$ cat src/rtl/kgp_ctrl_pkg.sv
// Shared definitions for the KGP-RISC multi-cycle controller: opcodes, FSM states,
// opcode classes, ALU operation, ALU operand-B and PC source codes.
package kgp_ctrl_pkg;

  // Opcode map inherited from the single-cycle decoder
  localparam int unsigned OP_ALU            = 0;
  localparam int unsigned OP_COMP           = 1;
  localparam int unsigned OP_ADDI           = 2;
  localparam int unsigned OP_COMPI          = 3;
  localparam int unsigned OP_SHIFTI         = 4;
  localparam int unsigned OP_B              = 5;
  localparam int unsigned OP_BL             = 6;
  localparam int unsigned OP_BCY            = 7;
  localparam int unsigned OP_BNCY           = 8;
  localparam int unsigned OP_LW             = 9;
  localparam int unsigned OP_SW             = 10;
  localparam int unsigned OP_BR             = 11;
  localparam int unsigned OP_BLTZ           = 12;
  localparam int unsigned OP_BZ             = 13;
  localparam int unsigned OP_BNZ            = 14;
  // Every opcode at or above this value is illegal
  localparam int unsigned OP_FIRST_ILLEGAL  = 15;

  typedef enum logic [2:0] {
    IDLE,
    FETCH,
    DECODE,
    EXEC,
    MEM,
    WB
  } state_e;

  // Coarse instruction class; steers the FSM out of EXEC
  typedef enum logic [1:0] {
    CLS_ALU,
    CLS_MEM,
    CLS_JUMP,
    CLS_COND
  } op_class_e;

  // ALU operation codes
  localparam logic [2:0] ALU_REG   = 3'b000;
  localparam logic [2:0] ALU_ADDR  = 3'b001;
  localparam logic [2:0] ALU_LTZ   = 3'b010;
  localparam logic [2:0] ALU_ZERO  = 3'b011;
  localparam logic [2:0] ALU_NZ    = 3'b100;
  localparam logic [2:0] ALU_ADDI  = 3'b101;
  localparam logic [2:0] ALU_COMPI = 3'b110;

  // ALU operand-B select codes
  localparam logic [1:0] ALUSRC_REG   = 2'b00;
  localparam logic [1:0] ALUSRC_IMM   = 2'b01;
  localparam logic [1:0] ALUSRC_SHAMT = 2'b10;

  // PC source codes
  localparam logic [1:0] PC_PLUS4 = 2'd0;
  localparam logic [1:0] PC_IMM   = 2'd1;
  localparam logic [1:0] PC_REG   = 2'd2;

endpackage

$ cat src/rtl/ctrl_opcode_decode.sv
// Combinational decode of the latched opcode into ALU controls and an instruction class.
module ctrl_opcode_decode
  import kgp_ctrl_pkg::*;
#(
  parameter int unsigned OPCODE_W = 6,
  parameter int unsigned ALUOP_W  = 3
) (
  input  logic [OPCODE_W-1:0] opcode,
  output logic [ALUOP_W-1:0]  alu_op,
  output logic [1:0]          alusrc,
  output logic                a_zero,
  output logic                b_zero,
  output op_class_e           op_class
);

  // Opcode table; illegal opcodes decode to all-zero ALU controls
  always_comb begin
    alu_op   = ALUOP_W'(ALU_REG);
    alusrc   = ALUSRC_REG;
    a_zero   = 1'b0;
    b_zero   = 1'b0;
    op_class = CLS_ALU;
    case (opcode)
      OPCODE_W'(OP_ALU): ;
      OPCODE_W'(OP_COMP): a_zero = 1'b1;
      OPCODE_W'(OP_ADDI): begin
        alusrc = ALUSRC_IMM;
        alu_op = ALUOP_W'(ALU_ADDI);
      end
      OPCODE_W'(OP_COMPI): begin
        alusrc = ALUSRC_IMM;
        alu_op = ALUOP_W'(ALU_COMPI);
        a_zero = 1'b1;
      end
      OPCODE_W'(OP_SHIFTI): alusrc = ALUSRC_SHAMT;
      OPCODE_W'(OP_LW), OPCODE_W'(OP_SW): begin
        alusrc   = ALUSRC_IMM;
        alu_op   = ALUOP_W'(ALU_ADDR);
        op_class = CLS_MEM;
      end
      OPCODE_W'(OP_B), OPCODE_W'(OP_BL), OPCODE_W'(OP_BR): op_class = CLS_JUMP;
      OPCODE_W'(OP_BCY), OPCODE_W'(OP_BNCY): op_class = CLS_COND;
      OPCODE_W'(OP_BLTZ): begin
        alu_op   = ALUOP_W'(ALU_LTZ);
        b_zero   = 1'b1;
        op_class = CLS_COND;
      end
      OPCODE_W'(OP_BZ): begin
        alu_op   = ALUOP_W'(ALU_ZERO);
        b_zero   = 1'b1;
        op_class = CLS_COND;
      end
      OPCODE_W'(OP_BNZ): begin
        alu_op   = ALUOP_W'(ALU_NZ);
        b_zero   = 1'b1;
        op_class = CLS_COND;
      end
      default: ;
    endcase
  end

endmodule

$ cat src/rtl/multicycle_controller.sv
// KGP-RISC multi-cycle main controller: FETCH/DECODE/EXEC/MEM/WB sequencing with a
// mem_ready handshake, flag-based conditional branches and a sticky illegal-opcode flag.
// Optional macro MEM_TIMEOUT_EN adds a memory wait-cycle limit and a sticky mem_timeout.
// Outputs decode the registered state, so the asynchronous reset clears them at once.
module multicycle_controller
  import kgp_ctrl_pkg::*;
#(
  parameter int unsigned OPCODE_W     = 6,
  parameter int unsigned ALUOP_W      = 3,
  parameter int unsigned MEM_WAIT_MAX = 15
) (
  input  logic                clk,
  input  logic                rst_n,
  input  logic [OPCODE_W-1:0] instr_opcode,
  input  logic                mem_ready,
  input  logic                carry_flag,
  input  logic                zero_flag,
  input  logic                neg_flag,
  output logic                mem_read,
  output logic                mem_write,
  output logic                ir_write,
  output logic                pc_write,
  output logic [1:0]          pc_src,
  output logic                reg_write,
  output logic [ALUOP_W-1:0]  alu_op,
  output logic [1:0]          alusrc,
  output logic                mem_to_reg,
  output logic                write_rs,
  output logic                write31,
  output logic                a_zero,
  output logic                b_zero,
  output logic                illegal_op,
`ifdef MEM_TIMEOUT_EN
  output logic                mem_timeout,
`endif
  output logic                busy
);

  // A zero wait limit would abort every access before memory could answer
  if (MEM_WAIT_MAX == 0) begin : g_wait_max_check
    $error("MEM_WAIT_MAX must be at least 1");
  end

  state_e              state_q;
  logic [OPCODE_W-1:0] opcode_q;
  logic                illegal_q;

  logic [ALUOP_W-1:0]  dec_alu_op;
  logic [1:0]          dec_alusrc;
  logic                dec_a_zero;
  logic                dec_b_zero;
  op_class_e           dec_class;

  logic                is_lw;
  logic                is_sw;
  logic                is_bl;
  logic                is_br;
  logic                opcode_illegal;
  logic                cond_taken;

  ctrl_opcode_decode #(
    .OPCODE_W (OPCODE_W),
    .ALUOP_W  (ALUOP_W)
  ) u_decode (
    .opcode   (opcode_q),
    .alu_op   (dec_alu_op),
    .alusrc   (dec_alusrc),
    .a_zero   (dec_a_zero),
    .b_zero   (dec_b_zero),
    .op_class (dec_class)
  );

  assign is_lw          = (opcode_q == OPCODE_W'(OP_LW));
  assign is_sw          = (opcode_q == OPCODE_W'(OP_SW));
  assign is_bl          = (opcode_q == OPCODE_W'(OP_BL));
  assign is_br          = (opcode_q == OPCODE_W'(OP_BR));
  assign opcode_illegal = (opcode_q >= OPCODE_W'(OP_FIRST_ILLEGAL));

  // Branch condition from the ALU flags presented during EXEC
  always_comb begin
    cond_taken = 1'b0;
    case (opcode_q)
      OPCODE_W'(OP_BCY):  cond_taken = carry_flag;
      OPCODE_W'(OP_BNCY): cond_taken = !carry_flag;
      OPCODE_W'(OP_BLTZ): cond_taken = neg_flag;
      OPCODE_W'(OP_BZ):   cond_taken = zero_flag;
      OPCODE_W'(OP_BNZ):  cond_taken = !zero_flag;
      default:            cond_taken = 1'b0;
    endcase
  end

`ifdef MEM_TIMEOUT_EN
  localparam int unsigned WAIT_W = $clog2(MEM_WAIT_MAX + 1);

  logic [WAIT_W-1:0] wait_q;
  logic              mem_timeout_q;
  logic              stalled;
  logic              wait_hit;

  assign stalled  = ((state_q == FETCH) || (state_q == MEM)) && !mem_ready;
  // This stalled cycle is the MEM_WAIT_MAX-th in a row
  assign wait_hit = stalled && (wait_q == WAIT_W'(MEM_WAIT_MAX - 1));

  // Stall counter; zero whenever the FSM is not stalling or leaves the state
  always_ff @(posedge clk or negedge rst_n) begin
    if (!rst_n) begin
      wait_q <= '0;
    end else if (stalled && !wait_hit) begin
      wait_q <= wait_q + 1'b1;
    end else begin
      wait_q <= '0;
    end
  end

  assign mem_timeout = mem_timeout_q;
`endif

  // Main sequencer: state, latched opcode and sticky status flags
  always_ff @(posedge clk or negedge rst_n) begin
    if (!rst_n) begin
      state_q   <= IDLE;
      opcode_q  <= '0;
      illegal_q <= 1'b0;
`ifdef MEM_TIMEOUT_EN
      mem_timeout_q <= 1'b0;
`endif
    end else begin
      case (state_q)
        IDLE: state_q <= FETCH;
        FETCH: begin
          if (mem_ready) begin
            opcode_q <= instr_opcode;
            state_q  <= DECODE;
          end
`ifdef MEM_TIMEOUT_EN
          // Fetch timeout: stay in FETCH and re-issue at the same PC
          else if (wait_hit) begin
            mem_timeout_q <= 1'b1;
          end
`endif
        end
        DECODE: begin
          if (opcode_illegal) begin
            illegal_q <= 1'b1;
            state_q   <= FETCH;
          end else begin
            state_q <= EXEC;
          end
        end
        EXEC: begin
          case (dec_class)
            CLS_ALU: state_q <= WB;
            CLS_MEM: state_q <= MEM;
            default: state_q <= FETCH;
          endcase
        end
        MEM: begin
          if (mem_ready) begin
            state_q <= is_lw ? WB : FETCH;
          end
`ifdef MEM_TIMEOUT_EN
          // Data timeout: abandon the access, no write-back
          else if (wait_hit) begin
            mem_timeout_q <= 1'b1;
            state_q       <= FETCH;
          end
`endif
        end
        WB:      state_q <= FETCH;
        default: state_q <= IDLE;
      endcase
    end
  end

  // Control outputs decoded from state and latched opcode (plus handshake/flags)
  always_comb begin
    mem_read   = 1'b0;
    mem_write  = 1'b0;
    ir_write   = 1'b0;
    pc_write   = 1'b0;
    pc_src     = PC_PLUS4;
    reg_write  = 1'b0;
    alu_op     = '0;
    alusrc     = ALUSRC_REG;
    mem_to_reg = 1'b0;
    write_rs   = 1'b0;
    write31    = 1'b0;
    a_zero     = 1'b0;
    b_zero     = 1'b0;
    illegal_op = illegal_q;
    busy       = (state_q != IDLE);
    case (state_q)
      FETCH: begin
        mem_read = 1'b1;
        if (mem_ready) begin
          ir_write = 1'b1;
          pc_write = 1'b1;
          pc_src   = PC_PLUS4;
        end
      end
      EXEC: begin
        alu_op = dec_alu_op;
        alusrc = dec_alusrc;
        a_zero = dec_a_zero;
        b_zero = dec_b_zero;
        case (dec_class)
          CLS_JUMP: begin
            pc_write = 1'b1;
            pc_src   = is_br ? PC_REG : PC_IMM;
            if (is_bl) begin
              reg_write = 1'b1;
              write31   = 1'b1;
            end
          end
          CLS_COND: begin
            if (cond_taken) begin
              pc_write = 1'b1;
              pc_src   = PC_IMM;
            end
          end
          default: ;
        endcase
      end
      MEM: begin
        mem_read  = is_lw;
        mem_write = is_sw;
        // Address operands held for the whole access
        alu_op    = dec_alu_op;
        alusrc    = dec_alusrc;
      end
      WB: begin
        reg_write = 1'b1;
        if (is_lw) begin
          mem_to_reg = 1'b1;
          write_rs   = 1'b1;
        end
      end
      default: ;
    endcase
  end

endmodule
$ cat config.mk
export PLATFORM = sky130hd
export DESIGN_NAME = multicycle_controller
export DESIGN_NICKNAME = d
export VERILOG_FILES = /design/src/rtl/kgp_ctrl_pkg.sv /design/src/rtl/ctrl_opcode_decode.sv /design/src/rtl/multicycle_controller.sv
export SDC_FILE = /design/constraint.sdc
export NUM_CORES = 1
export LEC_CHECK = 0
export CAP_MARGIN = 20
export CORE_MARGIN = 8
export CORE_UTILIZATION = 48
export DETAILED_ROUTE_END_ITERATION = 10
export GPL_ROUTABILITY_DRIVEN = 0
export GPL_TIMING_DRIVEN = 0
export PLACE_DENSITY_LB_ADDON = 0.2
export SYNTH_ARGS = -nofsm -noshare
export SYNTH_HDL_FRONTEND = slang
export SYNTH_SLANG_ARGS = --single-unit
$ cat constraint.sdc
create_clock -name clk -period 3.5 [get_ports clk]
set_input_delay 1.05 -clock clk [delete_from_list [all_inputs] [get_ports clk]]
set_output_delay 1.05 -clock clk [all_outputs]
set_load 0.1 [all_outputs]
* Word-level counts from Yosys, hierarchy flattened
Index checks and enable logic that the tools add are counted.
Storage, ports and cells: input port bits 12, logic and storage cells 77, bits in registers 10
Cells by class: reductions and logical operators 16, order comparisons 1, muxes and demuxes 33, equality and inequality tests 24
Operators with widths (count):
- == test 6 x 4 -> 1 bit, second input constant | 7
- == test 6 x 3 -> 1 bit, second input constant | 4
- case mux 3 bit (6 select lines) | 1
- case mux 3 bit (5 select lines) | 1
- two-way mux 1 bit | 14
- == test 6 x 2 -> 1 bit, second input constant | 2
- two-way mux 3 bit | 4
- two-way mux 2 bit | 4
- case mux 1 bit (2 select lines) | 4
- case mux 2 bit (2 select lines) | 2
- OR reduction 2 bit | 4
- == test 3 x 2 -> 1 bit, second input constant | 2
- == test 3 bit, second input constant | 2
- == test 6 x 1 -> 1 bit, second input constant | 1
- greater-or-equal comparator 6 x 4 -> 1 bit, second input constant | 1
- case mux 2 bit (3 select lines) | 1
- case mux 3 bit (2 select lines) | 1
- AND reduction 2 bit | 3
- OR reduction 3 bit | 2
- case mux 1 bit (5 select lines) | 1
- OR reduction 5 bit | 1
- == test 2 bit, second input constant | 2
- inequality test 2 bit, second input constant | 2
- OR reduction 4 bit | 1
- 6 further kinds | 7

* Depth between registers and ports, before layout
Gate-level depths: netlist (run 1).
word-level depth 6, mapped depth 6

* Cells and area by module
Synthesis (run 1) repeated with hierarchy kept, for this count alone.
Second synthesis, totals: cells, all modules 121, area total of the unflattened synthesis 987.2 µm²
Modules (own cells, without submodules):
- multicycle_controller | cells an instance 88, sequential area each 250.2 µm², instances 1, area an instance 759.5 µm²
- ctrl_opcode_decode | cells an instance 33, sequential area each 0.0 µm², instances 1, area an instance 227.7 µm²

* Least setup slack after synthesis (run 1)
OpenSTA, ideal clock, no wires.
path type register to output, from reg opcode_q[3], to out pc_write, buffers on the path 1, setup slack -1.099 ns, data required time 2.450 ns, cell stages (with the launch flop) 6, data arrival time 3.549 ns, path through dfrtp_1 -> buf_2 -> nand2b_1 -> nor4_2 -> nor2_1 -> o21ai_1
Between the ends: longest elaborated chain between the ends 6, elaborated cells between the ends (all ways) 20, those cells by class eq/ne (12); mux (5); reduce/logical (3)
RTL lines:
- start, declared | line multicycle_controller.sv:45 | logic [OPCODE_W-1:0] opcode_q;
- start signal, assigned | line multicycle_controller.sv:132 | opcode_q <= instr_opcode;
- == test 6 x 3 -> 1 bit, or another cell as far along | line ctrl_opcode_decode.sv:23, multicycle_controller.sv:82
- OR reduction 5 bit (no line), or another cell as far along
- case mux 2 bit (3 select lines) | line ctrl_opcode_decode.sv:23 | case (opcode)
- == test 2 bit | line multicycle_controller.sv:206 | case (dec_class)
- case mux 1 bit (2 select lines) * | line multicycle_controller.sv:206
- case mux 1 bit (2 select lines) * | line multicycle_controller.sv:192 | case (state_q)
- end, declared | line multicycle_controller.sv:22 | output logic pc_write,
Mark *: on every way between the ends. The rest lies on a longest branch, timed or not.

* Worst setup path after layout (run 1)
from in mem_ready, to out pc_write
Between the ends: longest elaborated chain between the ends 2
RTL lines:
- start, declared | line multicycle_controller.sv:15 | input logic mem_ready,
- two-way mux 1 bit | line multicycle_controller.sv:195 | if (mem_ready) begin
- case mux 1 bit (2 select lines) | line multicycle_controller.sv:192
No other way between the ends.

==> results.cfg, run 1 <==
[status]
outcome = complete, no violations

[hold_path]
hold_path.class = flop to flop
hold_start = illegal_op$_DFFE_PN0P_

[cts]
postCtsSetupBuffers = 0
cts-root-buf = clkbuf_4
cts_tree = built
ctsHoldBuffers = 0
h-tree-depth = 1
cts.path.max_buffers = 2
path_clk_slew_ns = 0.06
clock_latency_ns = 0.26
clock_sinks = 10
cts_made_buffers = 3

[logic_synthesis]
synth_cell_type_count = 40
synth_area_leaders = dfrtp_1, mux2_1, a21oi_1
ys_seq_elements = 10
netlist_area_um2 = 910
synth_edf_count = 0
netlist.area_leader.share = 0.275
synth.yosys.seq_area_share = 0.275
yosysTopAreaCell = dfrtp_1
synth_area_per_cell_um2 = 8.66
postSynthCellCount = 105
yosys_warnings = 0
synth_flop_cell = dfrtp_1
synth_most_common_cell = dfrtp_1
synth.top_cells.by_count = dfrtp_1, a21oi_1, nor2_1
async_flop_share = 1.00
syn_nets = 117

[power_and_ir_drop]
powerDensity_nw_per_um2 = 1030
leakagePower_nw = 0.552
ir_drop_mv = 0.701

[placement]
dp_hpwl_um = 1730
dp_slack_ns = -0.864
port_buffers = 30
place_area_um2 = 1260

[sta]
drv_slew = 0
finClkSkew_ns = 0.00142
rsz0062_at_grt = no
fin_crit_sh = 0.975
fin_hold_ws_ns = 0.477
tns_ns = 0
slew-limit-headroom = 0.352
timing.fmax_ghz = 0.293
fin_crit_ns = 3.41
setup_viol = 0
fin_ws_ns = 0.0869
hold_viol = 0
tightest_slew_ns = 0.968

[global_routing]
grt_overflow = 0
grt_max_degree = 11
grt_pass1_vias = 820
antenna_found_initial = 0
grt.total_usage = 0.131
grt_pass1_wl_um = 3660

[route]
routedWlPerCell_um = 13.2
ant_nets = 0
drc = 0
via_per_inst = 5.29
vias = 867
drt_pre_antenna_iters = 4
drt_iter0_drc = 16
wl_um = 2160

[die]
start_util = 0.516
die-area_um2 = 3540
die_w_um = 59.5
die_h_um = 59.5
core_area_um2 = 1760
pin_count = 31
rows = 15

[setup_path]
cp-start-kind = input pin
worstSetupPathType = input pin to output pin
cp.required_ns = 2.45
critPathMaxFanout = 8
reg2reg_from = opcode_q[2]$_DFFE_PN0P_
crit_path_end_kind = output pin
crit_arrival_ns = 2.36
crit_start = mem_ready

[cells_and_area]
fill_cells = 154
final_util = 0.743
final_area_um2 = 1310
layout-drive-gt1-share = 0.252
syn2layout_area_growth_pct = 44.0
antenna_cells = 0
nets = 152

[run]
max_cap_violations = 0
[repair_timing]
action | CTS | global route
setup endpoints to repair | 17 | 6
resized for setup | 39 | 13
pin swaps | 0 | 4
[layout by cell type (no fill, tap or decap), drive strengths merged, types with 4 or more instances in the layout]
cell type and count:
nor2 9, dfrtp 10, clkdlybuf4s15 4, a21oi 9, o21ai 4, clkdlybuf4s50 12
nor3 5, buf 10, nor3b 4, nand2b 6, dlygate4sd2 8, nor2b 4
clkbuf 8, nand3b 5, nand2 5, or2 4, mux2 6
[stage by stage]
step                      std cells  power (mW)
after CTS                       164        1.32
after detailed placement        160        1.23
final                           164        1.35
after global placement          160        1.22
after floorplan                 105        1.04
after global routing            164        1.45
[registers in the layout, summed over array words and instances, names as in the netlist]
register,flops
opcode_q,6
state_q,3
illegal_op,1
[final cells by class]
| type | instances | area [um2] | share of cell area |
|---|---|---|---|
| Multi-Input combinational cell | 84 | 631 | 0.481 |
| Timing Repair Buffer | 30 | 295 | 0.225 |
| Sequential cell | 10 | 250 | 0.191 |
| Buffer | 9 | 58.8 | 0.0449 |
| Clock buffer | 4 | 36.3 | 0.0277 |
| Tap cell | 25 | 31.3 | 0.0239 |
| Inverter | 2 | 7.51 | 0.00573 |
[worst max-delay path, cell delays in order]
cell and delay [ns]:
clkdlybuf4s50_1 0.53, nand2b_1 0.14, nor2_4 0.24, nor2_1 0.11, o21ai_2 0.09, buf_12 0.19
[cell families after synthesis]
logic type             count (synthesis)  synth area share
AND/OR/NAND/NOR                       54             0.409
AO/OA/AOI/OAI                         22             0.150
buffers and inverters                 11            0.0729
flip-flops                            10             0.275
multiplexers                           6            0.0743
XOR/XNOR                               2            0.0193
[path summary, 6_finish.rpt]
path | slack (ns) | cells after the start | to
max | 0.09 | 6 | pc_write
min | 0.48 | 1 | illegal_op$_DFFE_PN0P_
max reg2reg | 2.04 | 5 | state_q[2]$_DFFE_PN0P_
min reg2reg | 0.48 | 1 | illegal_op$_DFFE_PN0P_
max in group asynchronous | 2.12 | 1 | state_q[0]$_DFFE_PN0P_
min in group asynchronous | 1.09 | 1 | opcode_q[2]$_DFFE_PN0P_
[where the power goes]
part	switching (mW)	internal [mW]	leakage (nW)
sequential	0.0579	0.173	0.116
combinational	0.681	0.335	0.414
clock	0.0357	0.0630	0.0210
[per-layer routing]
layer	part of all wire	track usage	vias up
met5	0	0	-
met4	0.012	0.0612	0
met3	0.066	0.0195	4
met2	0.47	0.217	27
met1	0.45	0.159	388
li1	-	-	448
Note: power is estimated with default switching activity, not from simulation.
==> run 2: changes to the inputs <==
Settings changed: ABC_CLOCK_PERIOD_IN_PS set to 3500, MAX_ROUTING_LAYER set to met4, SLEW_MARGIN set to 0.
==> run 2 against run 1 <==
Compared with the run above: register-to-register slack about the same; critical path type unchanged; sequential share of layout area barely moved; maximum frequency barely moved; global-route usage increased by 0.47 points; setup slack about the same; highest routed layer unchanged; critical path depth stayed put; worst hold slack barely moved; wire length is essentially flat; first-iteration DRC count unchanged; clock skew barely moved; sequential cell count unchanged; power hardly changed; largest power group unchanged; critical endpoint unchanged.
==> results.cfg, run 2 (same netlist as run 1, synthesis figures left out) <==
[cts]
h-tree-depth = 1
cts_made_buffers = 3
postCtsSetupBuffers = 0
clock_latency_ns = 0.25
cts.path.max_buffers = 2
cts_tree = built
clock_sinks = 10
path_clk_slew_ns = 0.06
ctsHoldBuffers = 0
cts-root-buf = clkbuf_4

[hold_path]
hold_start = illegal_op$_DFFE_PN0P_
hold_path.class = flop to flop

[route]
ant_nets = 0
drc = 0
vias = 863
routedWlPerCell_um = 13.2
via_per_inst = 5.26
wl_um = 2160
drt_iter0_drc = 16
drt_pre_antenna_iters = 4

[sta]
slew-limit-headroom = 0.352
rsz0062_at_grt = no
drv_slew = 0
tightest_slew_ns = 0.968
tns_ns = 0
finClkSkew_ns = 0.00164
fin_crit_ns = 3.41
fin_crit_sh = 0.975
setup_viol = 0
hold_viol = 0
fin_ws_ns = 0.0872
timing.fmax_ghz = 0.293

[global_routing]
grt_overflow = 0
antenna_found_initial = 0
grt_pass1_wl_um = 3670
grt_pass1_vias = 817
grt_max_degree = 11
grt.total_usage = 0.135

[setup_path]
cp.required_ns = 2.45
cp-start-kind = input pin
crit_arrival_ns = 2.36
worstSetupPathType = input pin to output pin
reg2reg_from = opcode_q[2]$_DFFE_PN0P_
crit_path_end_kind = output pin
crit_start = mem_ready
critPathMaxFanout = 8

[power_and_ir_drop]
powerDensity_nw_per_um2 = 1030
switching_share = 0.575
leakagePower_nw = 0.548
switchingPower_mw = 0.775
p_clk_frac = 0.073
p_comb_frac = 0.755
intPower_mw = 0.572
seqPwrFrac = 0.172
total_power_mw = 1.35
ir_drop_mv = 0.701

[cells_and_area]
largest_reg_flops = 6
layout.cells.non_filler = 164
layout-drive-gt1-share = 0.252
largest_register = opcode_q
antenna_cells = 0
syn2layout_area_growth_pct = 44.2
final_util = 0.743
layout_common_cells = clkdlybuf4s50_1, dfrtp_1, nor2_1, a21oi_1, dlygate4sd2_1
nets = 152
final_common_cell = clkdlybuf4s50_1

[placement]
port_buffers = 30
dp_slack_ns = -0.864
dp_hpwl_um = 1730
dpl.cell_count = 160

[run]
max_cap_violations = 0

[die]
die_h_um = 59.5
rows = 15
die_w_um = 59.5
pin_count = 31
start_util = 0.516
core_area_um2 = 1760
die-area_um2 = 3540

[status]
outcome = complete, no violations
==> run 2: worst paths after layout <==
check | to | slack (ns) | cells past startpoint
setup / recovery | pc_write | 0.09 | 6
hold reg to reg | illegal_op$_DFFE_PN0P_ | 0.48 | 1
max in group asynchronous | state_q[0]$_DFFE_PN0P_ | 2.12 | 1
hold / removal | illegal_op$_DFFE_PN0P_ | 0.48 | 1
setup reg to reg | state_q[2]$_DFFE_PN0P_ | 2.04 | 5
min in group asynchronous | opcode_q[2]$_DFFE_PN0P_ | 1.09 | 1
==> run 2: worst max-delay path: stages <==
cell,delay [ns]
clkdlybuf4s50_1,0.53
nand2b_1,0.14
nor2_4,0.24
nor2_1,0.11
o21ai_2,0.09
buf_12,0.19
==> run 2: power by group through the flow <==
stage	combinational [mW]	sequential (mW)	clock, mW
CTS	0.991	0.231	0.103
detailed placement	0.998	0.231	0
global placement	0.989	0.228	0
floorplan	0.775	0.260	0
finish	1.02	0.231	0.0981
global route	1.10	0.240	0.111
==> run 2: stage by stage <==
stage,hold slack [ns],instance area [um2]
CTS,0.476,1290
global placement,0.448,1260
finish,0.477,1310
global route,0.483,1310
detailed placement,0.455,1260
floorplan,0.506,931
==> run 2: layout make-up <==
| cell class | instances | area, um2 |
|---|---|---|
| fillers | 154 | 453 |
| clock buffers | 4 | 36.3 |
| well taps | 25 | 31.3 |
| multi-input cells | 84 | 631 |
| flip-flops and latches | 10 | 250 |
| repair buffers | 30 | 297 |
| plain buffers | 9 | 58.8 |
| inverters | 2 | 7.51 |
==> run 2: metal layers <==
metal  wire length [um]  GRT usage  vias up
li1                   -          -      445
met2               1030      0.217       25
met1                996      0.161      391
met4                 10     0.0612        0
met5                  0          -        -
met3                125     0.0217        2
==> run 2: timing repair <==
action	in CTS	in global routing
setup endpoints to repair	17	7
pin swaps	0	4
hold endpoints to repair	0	0
resized for setup	39	14
==> run 3: changes to the inputs <==
Settings changed: PLACE_DENSITY set to 0.84, PLACE_DENSITY_LB_ADDON 0.2 to not set.
==> run 3 against run 2 <==
Compared with the run above: global-route usage up 0.58 points; combinational power about the same; highest routed layer unchanged; sequential power up 2%; maximum frequency is 1.5% lower; first-iteration DRC count shrank 6.3%; core utilization rose by 0.64 points; cell count is 3.0% higher; die area is the same.
==> results.cfg, run 3 (same netlist as run 1, synthesis figures left out) <==
[sta]
tightest_slew_ns = 0.978
setup_viol = 0
hold_viol = 0
fin_crit_sh = 0.990
slew-limit-headroom = 0.346
fin_crit_ns = 3.47
timing.fmax_ghz = 0.289
finClkSkew_ns = 0.000153
drv_slew = 0

[status]
outcome = complete, no violations

[die]
pin_count = 31
start_util = 0.516
die-area_um2 = 3540
die_h_um = 59.5
core_area_um2 = 1760
rows = 15
die_w_um = 59.5

[cells_and_area]
layout-drive-gt1-share = 0.292
layout.cells.non_filler = 169
final_common_cell = clkdlybuf4s50_1
nets = 158
syn2layout_area_growth_pct = 45.4
multi_input_area_um2 = 631
seq_area_um2 = 250
largest_register = opcode_q
layout_common_cells = clkdlybuf4s50_1, dfrtp_1, nor2_1, buf_4, a21oi_1
largest_reg_flops = 6
antenna_cells = 0
fill_cells = 149

[setup_path]
max_stage_delay_ns = 0.46
worstSetupPathType = input pin to output pin
path_cells = clkdlybuf4s50_1 -> nand2b_1 -> a311oi_2 -> a21o_1 -> o21ai_2 -> buf_6
cp-start-kind = input pin
crit_start = zero_flag
crit_arrival_ns = 2.42
cp.required_ns = 2.45
critPathMaxFanout = 3
reg2reg_from = state_q[2]$_DFFE_PN0P_
crit_path_end_kind = output pin
critPathSlowestCell = clkdlybuf4s50_1
worstRegToRegCells = 5

[global_routing]
grt_max_degree = 11
grt_pass1_wl_um = 3840
grt_overflow = 0
antenna_found_initial = 0
grt_pass1_vias = 848
grt.total_usage = 0.141

[route]
wl_um = 2390
drc = 0
via_per_inst = 5.36
vias = 906
ant_nets = 0
routedWlPerCell_um = 14.1
drt_pre_antenna_iters = 4
drt_iter0_drc = 15

[run]
max_cap_violations = 0

[power_and_ir_drop]
powerDensity_nw_per_um2 = 1030
leakagePower_nw = 0.557
total_power_mw = 1.36
ir_drop_mv = 0.775

[hold_path]
hold_path.class = flop to flop
min_path_cells = 1
hold_start = illegal_op$_DFFE_PN0P_

[placement]
dpl.cell_count = 160
dp_hpwl_um = 1870
port_buffers = 30

[cts]
cts-root-buf = clkbuf_4
clock_latency_ns = 0.25
cts.path.max_buffers = 2
clock_sinks = 10
path_clk_slew_ns = 0.05
cts_tree = built
h-tree-depth = 1
cts_made_buffers = 3
==> run 3: cell types whose count changed in the layout (fill, tap and decap cells not counted) <==
cell	change
buf_6	+1
dlymetal6s2s_1	-1
dlygate4sd2_1	-1
clkbuf_4	-1
buf_4	+7
clkdlybuf4s50_1	+1
buf_12	-1
clkdlybuf4s15_1	-1
clkbuf_2	+2
clkbuf_8	-1
==> run 3: metrics by stage <==
step | TNS [ns] | hold slack [ns] | setup WS [ns] | utilization | area, um2
6_report | 0 | 0.466 | 0.0342 | 0.750 | 1320
4_1_cts | 0 | 0.474 | 0.0172 | 0.726 | 1280
3_5_place_dp | -2.66 | 0.459 | -0.896 | 0.716 | 1260
5_1_grt | -0.0265 | 0.489 | -0.0143 | 0.750 | 1320
3_3_place_gp | -2.45 | 0.450 | -0.853 | 0.716 | 1260
2_1_floorplan | -0.659 | 0.506 | -0.462 | - | 931
==> run 3: path summary, 6_finish.rpt <==
kind | end | slack, ns
setup reg to reg | opcode_q[4]$_DFFE_PN0P_ | 2.01
min in group asynchronous | state_q[1]$_DFFE_PN0P_ | 1.11
hold reg to reg | illegal_op$_DFFE_PN0P_ | 0.47
max in group asynchronous | opcode_q[3]$_DFFE_PN0P_ | 2.10
hold / removal | illegal_op$_DFFE_PN0P_ | 0.47
setup / recovery | pc_write | 0.03
==> run 3: critical path: cells and delay by family <==
family	cells	cell delay, ns
simple gates	1	0.19
buf+inv	2	0.65
compound gates	3	0.53
==> run 3: where the power goes <==
part | leakage, nW | internal, mW | switching, mW
Sequential | 0.116 | 0.174 | 0.0611
Clock | 0.0138 | 0.0392 | 0.0310
Combinational | 0.427 | 0.358 | 0.695
Total | 0.557 | 0.571 | 0.787
==> run 3: final cells by class <==
class | instances | area share
buffer | 9 | 0.0445
clock buffer | 3 | 0.0170
inverter | 2 | 0.00568
multi-input combinational | 84 | 0.477
sequential | 10 | 0.189
tap | 25 | 0.0237
timing repair buffer | 36 | 0.243
==> run 3: layer usage <==
layer / wire (um) / vias to the layer above / global-route usage
met5: 0 / - / -
met4: 9 / 0 / 0.0612
met3: 74 / 2 / 0.0239
met2: 1220 / 23 / 0.231
met1: 1080 / 424 / 0.165
li1: - / 457 / -
==> run 3: timing repair <==
action | 4_1_cts | 5_1_grt
endpoints found under the setup margin | 17 | 6
resized for setup | 41 | 12
pin swaps | 0 | 2
hold buffers | 0 | 0
setup buffers | 0 | 6
